## config.mk

```make
export PLATFORM = sky130hd
export DESIGN_NAME = bw_seq_multiplier
export DESIGN_NICKNAME = d
export VERILOG_FILES = /design/src/rtl/bw_pkg.sv /design/src/rtl/bw_pp_row.sv /design/src/rtl/bw_seq_multiplier.sv
export SDC_FILE = /design/constraint.sdc
export NUM_CORES = 1
export LEC_CHECK = 0
export CAP_MARGIN = 20
export CORE_UTILIZATION = 58
export DETAILED_ROUTE_END_ITERATION = 6
export PLACE_DENSITY = 0.84
export SYNTH_ARGS = -nofsm -noshare
export SYNTH_HDL_FRONTEND = slang
export SYNTH_SLANG_ARGS = --single-unit
export TNS_END_PERCENT = 5
```

## constraint.sdc

```tcl
create_clock -name clk_in -period 5.7 [get_ports clk_in]
set_clock_uncertainty 0.2 [all_clocks]
set_input_delay 0.855 -clock clk_in [delete_from_list [all_inputs] [get_ports clk_in]]
set_output_delay 0.855 -clock clk_in [all_outputs]
set_load 0.02 [all_outputs]
```

## src/rtl/bw_pkg.sv

```systemverilog
// Shared types and constants for the sequential Baugh-Wooley multiplier.
package bw_pkg;

    // Widest product the correction helper can describe (2*numBit must fit).
    localparam int BW_MAX_W = 128;

    typedef enum logic [1:0] {
        IDLE = 2'd0,
        RUN  = 2'd1,
        DONE = 2'd2
    } bw_state_t;

    // Baugh-Wooley correction constant 2^numBit + 2^(2*numBit-1) for signed
    // mode, zero for unsigned mode. Callers keep the low 2*numBit bits.
    function automatic logic [BW_MAX_W-1:0] bw_correction(input int num_bit, input logic is_signed);
        logic [BW_MAX_W-1:0] v_one;
        logic [BW_MAX_W-1:0] v_corr;
        v_one = {{(BW_MAX_W-1){1'b0}}, 1'b1};
        if (is_signed) begin
            v_corr = (v_one << num_bit) | (v_one << (2 * num_bit - 1));
        end else begin
            v_corr = {BW_MAX_W{1'b0}};
        end
        return v_corr;
    endfunction

endpackage

```

## src/rtl/bw_pp_row.sv

```systemverilog
// One Baugh-Wooley partial-product row: m AND a single multiplier bit, with
// the sign-position inversion applied in two's-complement mode.
module bw_pp_row
    import bw_pkg::*;
#(
    parameter int NUM_BIT = 16,
    parameter int ROW_W   = 5
) (
    input  logic [NUM_BIT-1:0] i_m,
    input  logic               i_n_bit,
    input  logic [ROW_W-1:0]   i_row,
    input  logic               i_signed,
    output logic [NUM_BIT-1:0] o_pp
);

    localparam logic [ROW_W-1:0] LAST_ROW = ROW_W'(NUM_BIT - 1);

    logic w_last_row;

    assign w_last_row = (i_row == LAST_ROW);

    // Build the row; invert a bit when exactly one of (row, column) is the sign position.
    always_comb begin
        o_pp = {NUM_BIT{1'b0}};
        for (int j = 0; j < NUM_BIT; j++) begin
            o_pp[j] = (i_m[j] & i_n_bit) ^ (i_signed & (w_last_row ^ (j == NUM_BIT - 1)));
        end
    end

endmodule

```

## src/rtl/bw_seq_multiplier.sv

```systemverilog
// Sequential Baugh-Wooley multiplier: folds rowsPerCycle partial-product rows
// per clock into a registered accumulator, valid/ready on both sides.
module bw_seq_multiplier
    import bw_pkg::*;
#(
    parameter int numBit       = 16,
    parameter int rowsPerCycle = 1
) (
    input  logic                  clk_in,
    input  logic                  rstn_in,
    input  logic                  valid_in,
    output logic                  ready_out,
    input  logic                  signed_in,
    input  logic [numBit-1:0]     m_in,
    input  logic [numBit-1:0]     n_in,
    output logic                  valid_out,
    input  logic                  ready_in,
    output logic [2*numBit-1:0]   o_out
);

    localparam int PROD_W = 2 * numBit;
    localparam int ROW_W  = $clog2(numBit + 1);
    localparam logic [ROW_W-1:0]    ROW_STEP = ROW_W'(rowsPerCycle);
    localparam logic [ROW_W-1:0]    ROW_END  = ROW_W'(numBit);
    localparam logic [numBit-1:0]   N_ONE    = {{(numBit-1){1'b0}}, 1'b1};
    localparam logic [BW_MAX_W-1:0] CORR_S_FULL = bw_correction(numBit, 1'b1);
    localparam logic [PROD_W-1:0]   CORR_S   = CORR_S_FULL[PROD_W-1:0];

    if ((numBit < 2) || ((numBit % rowsPerCycle) != 0) || (PROD_W > BW_MAX_W)) begin : g_bad_params
        $error("bw_seq_multiplier: numBit must be >= 2 and divisible by rowsPerCycle");
    end

    bw_state_t            r_state;
    bw_state_t            w_state_next;
    logic [numBit-1:0]    r_m;
    logic [numBit-1:0]    r_n;
    logic                 r_signed;
    logic [PROD_W-1:0]    r_acc;
    logic [PROD_W-1:0]    r_out;
    logic [ROW_W-1:0]     r_row;
    logic [ROW_W-1:0]     w_row_next;
    logic                 w_row_last;
    logic [PROD_W-1:0]    w_sum;
    logic                 w_ready;
    logic                 w_valid;
    logic [ROW_W-1:0]     w_row_idx [rowsPerCycle];
    logic [rowsPerCycle-1:0] w_n_bit;
    logic [numBit-1:0]    w_pp      [rowsPerCycle];

    assign w_row_next = r_row + ROW_STEP;
    assign w_row_last = (w_row_next == ROW_END);

    for (genvar k = 0; k < rowsPerCycle; k++) begin : g_row
        assign w_row_idx[k] = r_row + ROW_W'(k);
        // Shift-and-mask so an index past the top row reads as zero.
        assign w_n_bit[k]   = |(r_n & (N_ONE << w_row_idx[k]));

        bw_pp_row #(
            .NUM_BIT (numBit),
            .ROW_W   (ROW_W)
        ) u_pp_row (
            .i_m     (r_m),
            .i_n_bit (w_n_bit[k]),
            .i_row   (w_row_idx[k]),
            .i_signed(r_signed),
            .o_pp    (w_pp[k])
        );
    end

    // Adder chain: accumulator plus this cycle's shifted rows, modulo 2^PROD_W.
    always_comb begin
        w_sum = r_acc;
        for (int k = 0; k < rowsPerCycle; k++) begin
            w_sum = w_sum + ({{numBit{1'b0}}, w_pp[k]} << w_row_idx[k]);
        end
    end

    // State register.
    always_ff @(posedge clk_in or negedge rstn_in) begin
        if (!rstn_in) begin
            r_state <= IDLE;
        end else begin
            r_state <= w_state_next;
        end
    end

    // Next-state logic: accept in IDLE, count rows in RUN, wait for the sink in DONE.
    always_comb begin
        w_state_next = r_state;
        case (r_state)
            IDLE: begin
                if (valid_in) begin
                    w_state_next = RUN;
                end else begin
                    w_state_next = IDLE;
                end
            end
            RUN: begin
                if (w_row_last) begin
                    w_state_next = DONE;
                end else begin
                    w_state_next = RUN;
                end
            end
            DONE: begin
                if (ready_in) begin
                    w_state_next = IDLE;
                end else begin
                    w_state_next = DONE;
                end
            end
            default: w_state_next = IDLE;
        endcase
    end

    // Handshake outputs decoded from the state register only.
    always_comb begin
        w_ready = 1'b0;
        w_valid = 1'b0;
        case (r_state)
            IDLE:    w_ready = 1'b1;
            DONE:    w_valid = 1'b1;
            default: begin
                w_ready = 1'b0;
                w_valid = 1'b0;
            end
        endcase
    end

    assign ready_out = w_ready;
    assign valid_out = w_valid;
    assign o_out     = r_out;

    // Datapath: latch operands and seed the accumulator on accept, fold rows in
    // RUN, publish the finished sum on the last row. o_out holds until the next result.
    always_ff @(posedge clk_in or negedge rstn_in) begin
        if (!rstn_in) begin
            r_m      <= {numBit{1'b0}};
            r_n      <= {numBit{1'b0}};
            r_signed <= 1'b0;
            r_acc    <= {PROD_W{1'b0}};
            r_out    <= {PROD_W{1'b0}};
            r_row    <= {ROW_W{1'b0}};
        end else begin
            case (r_state)
                IDLE: begin
                    if (valid_in) begin
                        r_m      <= m_in;
                        r_n      <= n_in;
                        r_signed <= signed_in;
                        r_row    <= {ROW_W{1'b0}};
                        r_acc    <= signed_in ? CORR_S : {PROD_W{1'b0}};
                    end
                end
                RUN: begin
                    r_acc <= w_sum;
                    r_row <= w_row_next;
                    if (w_row_last) begin
                        r_out <= w_sum;
                    end
                end
                DONE:    ;
                default: ;
            endcase
        end
    end

endmodule

```

==> results of run 1 <==
-- layer usage --
layer  vias to the layer above  global-route usage [%]
met1                      2999                    41.5
met2                       203                    49.9
li1                       3140                       -
met5                         -                       0
met3                        34                    4.70
met4                         0                    9.60
-- state kept, by name, summed over array words and instances, names as in the netlist --
signal    cells
o_out        32
r_acc        32
r_m          16
r_n          16
r_row         5
r_signed      1
r_state       2
-- synth_stat cells, types with 3 or more instances --
cell type  number  area share [%]
a211oi_1        9            0.96
a21o_1         17             1.8
a21oi_1        61             4.3
a221o_1         5            0.71
a22oi_1         3            0.32
a31oi_1         7            0.62
and2_1          9            0.80
and3_1          7            0.62
buf_1           5            0.27
buf_2           6            0.43
clkbuf_1       42             2.2
dfrtp_1       104              37
ha_1           39             6.9
inv_1          17            0.90
mux2_2          6            0.96
mux2i_1        22             3.1
mux4_2          3            0.96
nand2_1       186             9.9
nand2b_1        3            0.27
nand3_1        37             2.6
nand4_1         4            0.35
nor2_1         40             2.1
nor2b_1        11            0.97
nor3_1          8            0.57
o211a_1         3            0.43
o211ai_1        5            0.53
o21a_1          3            0.32
o21ai_0        93             6.6
o21ai_1         3            0.21
o21bai_1        9            0.96
o22ai_1         3            0.27
or3_1           4            0.35
xnor2_1        33             4.1
xor2_1         13             1.6
-- through the flow --
stage	cells	total power, mW
2_1_floorplan	857	3.80
5_1_grt	1069	6.06
3_3_place_gp	1050	4.78
4_1_cts	1065	5.49
3_5_place_dp	1050	4.85
6_report	1069	5.59
-- tightest hold or removal path, cell delays in order, from the launching register on --
cell     delay, ps
dfrtp_1        340
nand2_1         50
o21ai_0         60
-- layout make-up --
cell class                      instances  area [sq um]
Multi-Input combinational cell        680          4220
Fill cell                             921          3300
Sequential cell                       104          2610
Timing Repair Buffer                  108           996
Clock buffer                           10           239
Tap cell                              143           179
Inverter                               19          71.3
Clock inverter                          5          56.3
-- power breakdown --
group,internal [mW],total (mW),switching (mW)
Clock,0.350,0.624,0.274
Combinational,1.52,3.63,2.12
Sequential,1.08,1.34,0.253
Total,2.95,5.59,2.64
-- path summary, 6_finish.rpt --
kind / startpoint / endpoint / slack (ps) / depth (start not counted)
hold reg to reg: o_out[16] / o_out[16] / 280 / 2
max in group asynchronous: rstn_in / r_row[2] / 3850 / 2
min in group asynchronous: rstn_in / r_acc[5] / 310 / 1
hold / removal: o_out[16] / o_out[16] / 280 / 2
setup / recovery: r_row[0] / r_acc[30] / 280 / 22
setup reg to reg: r_row[0] / r_acc[30] / 280 / 22
-- cell usage in the layout (no fill, tap or decap), drive strengths merged, types with 11 or more instances in the layout --
| cell | instances |
|---|---|
| nand2 | 186 |
| dfrtp | 104 |
| o21ai | 97 |
| clkdlybuf4s50 | 69 |
| a21oi | 61 |
| nor2 | 40 |
| buf | 39 |
| ha | 39 |
| nand3 | 37 |
| xnor2 | 33 |
| mux2i | 22 |
| inv | 18 |
| a21o | 17 |
| xor2 | 14 |
| nor2b | 11 |
-- timing repair --
action,in CTS,in global routing
hold buffers,0,0
setup buffers,0,3
gates resized for setup,0,15
setup endpoints to repair,0,26
-- cell families after synthesis --
| logic type | Yosys count | synth area share, % |
|---|---|---|
| flip-flops | 104 | 36.9 |
| adder cells (fa/ha/maj) | 40 | 7.20 |
| XOR/XNOR | 47 | 5.94 |
| AND/OR/NAND/NOR | 312 | 18.9 |
| AO/OA/AOI/OAI | 250 | 22.0 |
| multiplexers | 31 | 5.03 |
| buffers and inverters | 73 | 4.04 |
==> out/qor.txt, run 1 <==
Drc violations: 3
Global-route wire length before repair: 30100 microns
Longest Clk Path Bufs: 2
Rel. slew slack: 55.5%
TritonCTS clock tree: built
Mean post-synth cell area: 8.24 sq um
Syn_nets: 934
Worst EP required: 5730 ps
Power Density: 669 nW/um^2
Largest net degree at the start of global routing: 64
Clk sinks: 104
Met3 routed WL: 972 microns
Critical path class: flop to flop
Routability Congestion: 0.966
RSZ-0062 raised after global routing: yes
CP bufs+invs: 2
Most frequent CP cell: a21o_1
Hold_ws: 277 ps
CP max FO: 6
IO Port Bufs: 70
Syn Std Cell Area: 7060 sq um
Final Cycle Share: 95.2%
# H-tree levels: 3
Tmin final: 5420 ps
CP max stage delay: 440 ps
Slowest cell on crit path: dfrtp_2
Clk_lat worst skew: 360 ps
Failing checks: design-rule violations
Nets: 999
DR pass1 iterations: 7
Min-Delay Path Class: flop to flop
Setup WS pre-CTS: 155 ps
Clock-pin slew on the worst setup and hold paths: 70 ps
Register area share after synthesis: 36.9%
Final hold viol count: 0
Setup-failing EPs final: 0
Final core occ: 71.7%
Met1 WL: 8210 microns
Setup crit end kind: flop
Fmax: 184 MHz
Outcome: complete, but fails checks
Leak pwr: 3.85 nW
Die Area: 12600 sq um
Crit path launch type: flop
Ant diodes: 0
Starting Density: 60.5%
Die W: 112 microns
Design area: 8360 sq um
P&R area growth vs syn: 18.5%
Post-synth ARST share: 100%
Detailed placement HPWL: 13300 microns
DRT antenna net count: 0
Synth warn: 0
WL/cell: 17.0 microns
Maximum VDD drop: 0.000392 V
Post-synth EDFFs: 0
Top_reg_cell synth: dfrtp_1
Chip height: 112 microns
Crit-path cells: inv_1 -> ha_1 -> a22oi_1 -> a21oi_1 -> o21ai_2 -> and2_2 -> buf_4 -> o311a_1 -> o211a_2 -> nor2_2 -> a21oi_1 -> ha_1 -> a21o_1 -> a21o_1 -> a21o_1 -> a21o_1 -> a221o_1 -> nand3_1 -> o211ai_1 -> a311oi_2 -> mux2i_1 -> a31oi_1
Seq cells post-synth: 104
DRT iter0 DRCs: 690
Setup ws final: 276 ps
GRT Total Usage: 30.3%
Max-Cap Viols: 0
Synth cell types: 63
DP Area: 7980 sq um
Layout cells sized above 1: 9.29%
Synthesized instance count: 857
Routed wl met2: 8530 microns
Fin Setup TNS: 0 ps
Vias: 6376
Fin. max-slew vios: 0
Top Metal Used: met4
Number of global-route vias before repair: 5961
Total gr overflow: 0
Vias per cell: 5.96
Num rows: 39
WP data arrival: 5460 ps
Measured slew at the worst slew-check pin: 667 ps
Antenna violations before repair: 0
Root Driver: clkbuf_16
Top Ports: 71
WL final: 18200 microns
TritonCTS Buffers: 9
CP top delay family: compound AO/OA/AOI/OAI gates
Core area: 11700 sq um
Note: power is estimated with default switching activity, not from simulation.
==> inputs of run 2 (changes only) <==
ABC_CLOCK_PERIOD_IN_PS = 5700   (was default)
==> results of run 2 <==
Final layout, timing and power as in run 1 (identical DEF).
==> inputs of run 3 (changes only) <==
GPL_ROUTABILITY_DRIVEN = 0   (was default)
RECOVER_POWER = 100   (was default)
==> run 3 against run 2 <==
  * The run ends with design-rule violations, max-capacitance violations, max-slew violations left
  * Non-clock buffer count rose by 1
  * Die area stayed put
  * Register-to-register slack lost 60 ps
  * Via count rose by 1.9%
  * Power is 1.7% higher
  * Maximum frequency shrank 1.1%
  * Flip-flop and latch count stayed put
  * Global-route usage decreased by 0.89 points
  * Largest cell class unchanged
==> out/qor.txt, run 3 (synthesis results as in run 1) <==
Worst EP required: 5730 ps (about the same)
Clock-pin slew on the worst setup and hold paths: 70 ps (about the same)
Max-Cap Viols: 2 (was 0)
Crit path launch type: flop (unchanged)
DRT antenna net count: 0 (unchanged)
Outcome: complete, but fails checks (unchanged)
Fmax: 182 MHz (was 184 MHz)
Setup crit end kind: flop (unchanged)
Vias per cell: 6.07 (was 5.96)
GRT Total Usage: 29.5% (was 30.3%)
Reg area: 2600 sq um (was 2610 sq um)
Antenna violations before repair: 0 (unchanged)
Final core occ: 72.3% (was 71.7%)
Chip height: 112 microns (unchanged)
IO Port Bufs: 70 (unchanged)
Power Density: 675 nW/um^2 (was 669 nW/um^2)
Min-Delay Path Class: flop to flop (unchanged)
DP Cell Count: 1047 (was 1050)
CP max stage delay: 540 ps (was 440 ps)
Drc violations: 4 (was 3)
Final hold viol count: 0 (unchanged)
Nets: 1000 (was 999)
Measured slew at the worst slew-check pin: 2690 ps (was 667 ps)
Total gr overflow: 0 (unchanged)
Maximum VDD drop: 0.000277 V (was 0.000392 V)
DRT iter0 DRCs: 672 (was 690)
Global-route wire length before repair: 29300 microns (was 30100 microns)
Ant diodes: 0 (unchanged)
WL final: 18000 microns (was 18200 microns)
Setup-failing EPs final: 0 (unchanged)
TritonCTS Buffers: 9 (unchanged)
Number of global-route vias before repair: 6026 (was 5961)
# H-tree levels: 3 (unchanged)
CP max FO: 20 (was 6)
Core area: 11700 sq um (unchanged)
Footprint of the multi-input gates: 4260 sq um (was 4220 sq um)
Crit-path cells: buf_4 -> and3_1 -> ha_1 -> and2_1 -> o311ai_0 -> nand3_1 -> o21ai_0 -> a21oi_2 -> a21oi_1 -> a21oi_1 -> ha_2 -> and2_1 -> a221o_1 -> a31oi_1 -> o211a_1 -> o21bai_1 -> a21o_1 -> a31oi_2 -> o21ai_0 -> xnor2_1 -> o21ai_0 (was inv_1 -> ha_1 -> a22oi_1 -> a21oi_1 -> o21ai_2 -> and2_2 -> buf_4 -> o311a_1 -> o211a_2 -> nor2_2 -> a21oi_1 -> ha_1 -> a21o_1 -> a21o_1 -> a21o_1 -> a21o_1 -> a221o_1 -> nand3_1 -> o211ai_1 -> a311oi_2 -> mux2i_1 -> a31oi_1)
Starting Density: 60.5% (unchanged)
Leak pwr: 3.96 nW (was 3.85 nW)
TritonCTS clock tree: built (unchanged)
Rel. slew slack: -79.6% (was 55.5%)
Num rows: 39 (unchanged)
Fin cells: 1070 (was 1069)
Largest net degree at the start of global routing: 64 (unchanged)
DR pass1 iterations: 7 (unchanged)
Root Driver: clkbuf_16 (unchanged)
Die Area: 12600 sq um (unchanged)
Die W: 112 microns (unchanged)
Detailed placement HPWL: 12900 microns (was 13300 microns)
P&R area growth vs syn: 19.4% (was 18.5%)
WL/cell: 16.9 microns (was 17.0 microns)
Most frequent CP cell: o21ai_0 (was a21o_1)
WP data arrival: 5520 ps (was 5460 ps)
Top Ports: 71 (unchanged)
Clk_lat worst skew: 360 ps (about the same)
Longest Clk Path Bufs: 2 (unchanged)
Clk sinks: 104 (unchanged)
Vias: 6499 (was 6376)
Layout cells sized above 1: 9.82% (was 9.29%)
Failing checks: design-rule violations, max-capacitance violations, max-slew violations (was design-rule violations)
Critical path class: flop to flop (unchanged)
PnR Total Power: 5.69 mW (was 5.59 mW)
Commonest non-fill, non-tap cells in the layout: 185 x nand2_1, 104 x dfrtp_1, 88 x o21ai_0 (was 185 x nand2_1, 102 x dfrtp_1, 91 x o21ai_0)
Fillers: 891 (was 921)
Final Cycle Share: 96.3% (was 95.2%)
Slowest cell on crit path: dfrtp_1 (was dfrtp_2)
Fin. max-slew vios: 89 (was 0)
Commonest non-fill, non-tap cell in the layout: nand2_1 (unchanged)
Tmin final: 5490 ps (was 5420 ps)
==> run 3: changes by cell type in the layout (fill, tap and decap cells not counted), moves of 4 or more <==
cell and change:
a21oi_2 +4, o21ai_1 +4, clkdlybuf4s50_1 -35, a21oi_1 -4, dlygate4sd3_1 +35
==> run 3: final cells by class <==
cell class                      count  area share (%)
Multi-Input combinational cell    680            50.5
Sequential cell                   104            30.9
Tap cell                          143            2.12
Timing Repair Buffer              109            11.7
Clock buffer                       11            3.00
Clock inverter                      4           0.920
Inverter                           19           0.846
==> run 3: repair_timing <==
item                                    in CTS  in global routing
endpoints found under the setup margin       0                 24
hold buffers                                 0                  0
resized for setup                            0                 25
buffers inserted                             0                  7
==> run 3: path summary, 6_finish.rpt <==
path                       slack (ps)  depth (start not counted)  startpoint   endpoint
max                               210                         21    r_row[2]  o_out[29]
min                               270                          2    o_out[9]   o_out[9]
max reg2reg                       210                         21    r_row[2]  o_out[29]
min reg2reg                       270                          2    o_out[9]   o_out[9]
max in group asynchronous        1720                          2     rstn_in  o_out[30]
min in group asynchronous        1130                          1     rstn_in   o_out[4]
==> run 3: metal layers <==
metal  wire, microns  global-route usage [%]  vias to the layer above  share of wire (%)
li1                -                       -                     3152                  -
met1            7890                    39.0                     3059                 44
met2            8540                    47.8                      247                 47
met3            1170                    5.89                       41                6.5
met4             435                    11.4                        0                2.4
met5               0                       0                        -                  0
==> run 3: worst max-delay path: cells and delay by family, from the launching register on <==
kind,cells,cell delay [ps]
buffers and inverters,1,300
flip-flops,1,540
XOR/XNOR,1,250
adder cells (fa/ha/maj),2,560
AND/OR/NAND/NOR,4,1090
AO/OA/AOI/OAI,13,2410
==> run 3: power breakdown <==
group	switching (mW)	internal (mW)	total [mW]
combinational	2.16	1.51	3.67
clock	0.271	0.408	0.679
sequential	0.254	1.08	1.33
total	2.69	3.00	5.69
==> run 3: per-stage QoR <==
step	setup TNS, ps	cell area (sq um)	hold WS (ps)	worst slack (ps)
after floorplan	0	7060	245	400
after global placement	0	7960	260	253
after detailed placement	0	7960	265	127
after CTS	0	8290	283	29.2
after global routing	-83.8	8430	299	-38.4
final	0	8430	271	213
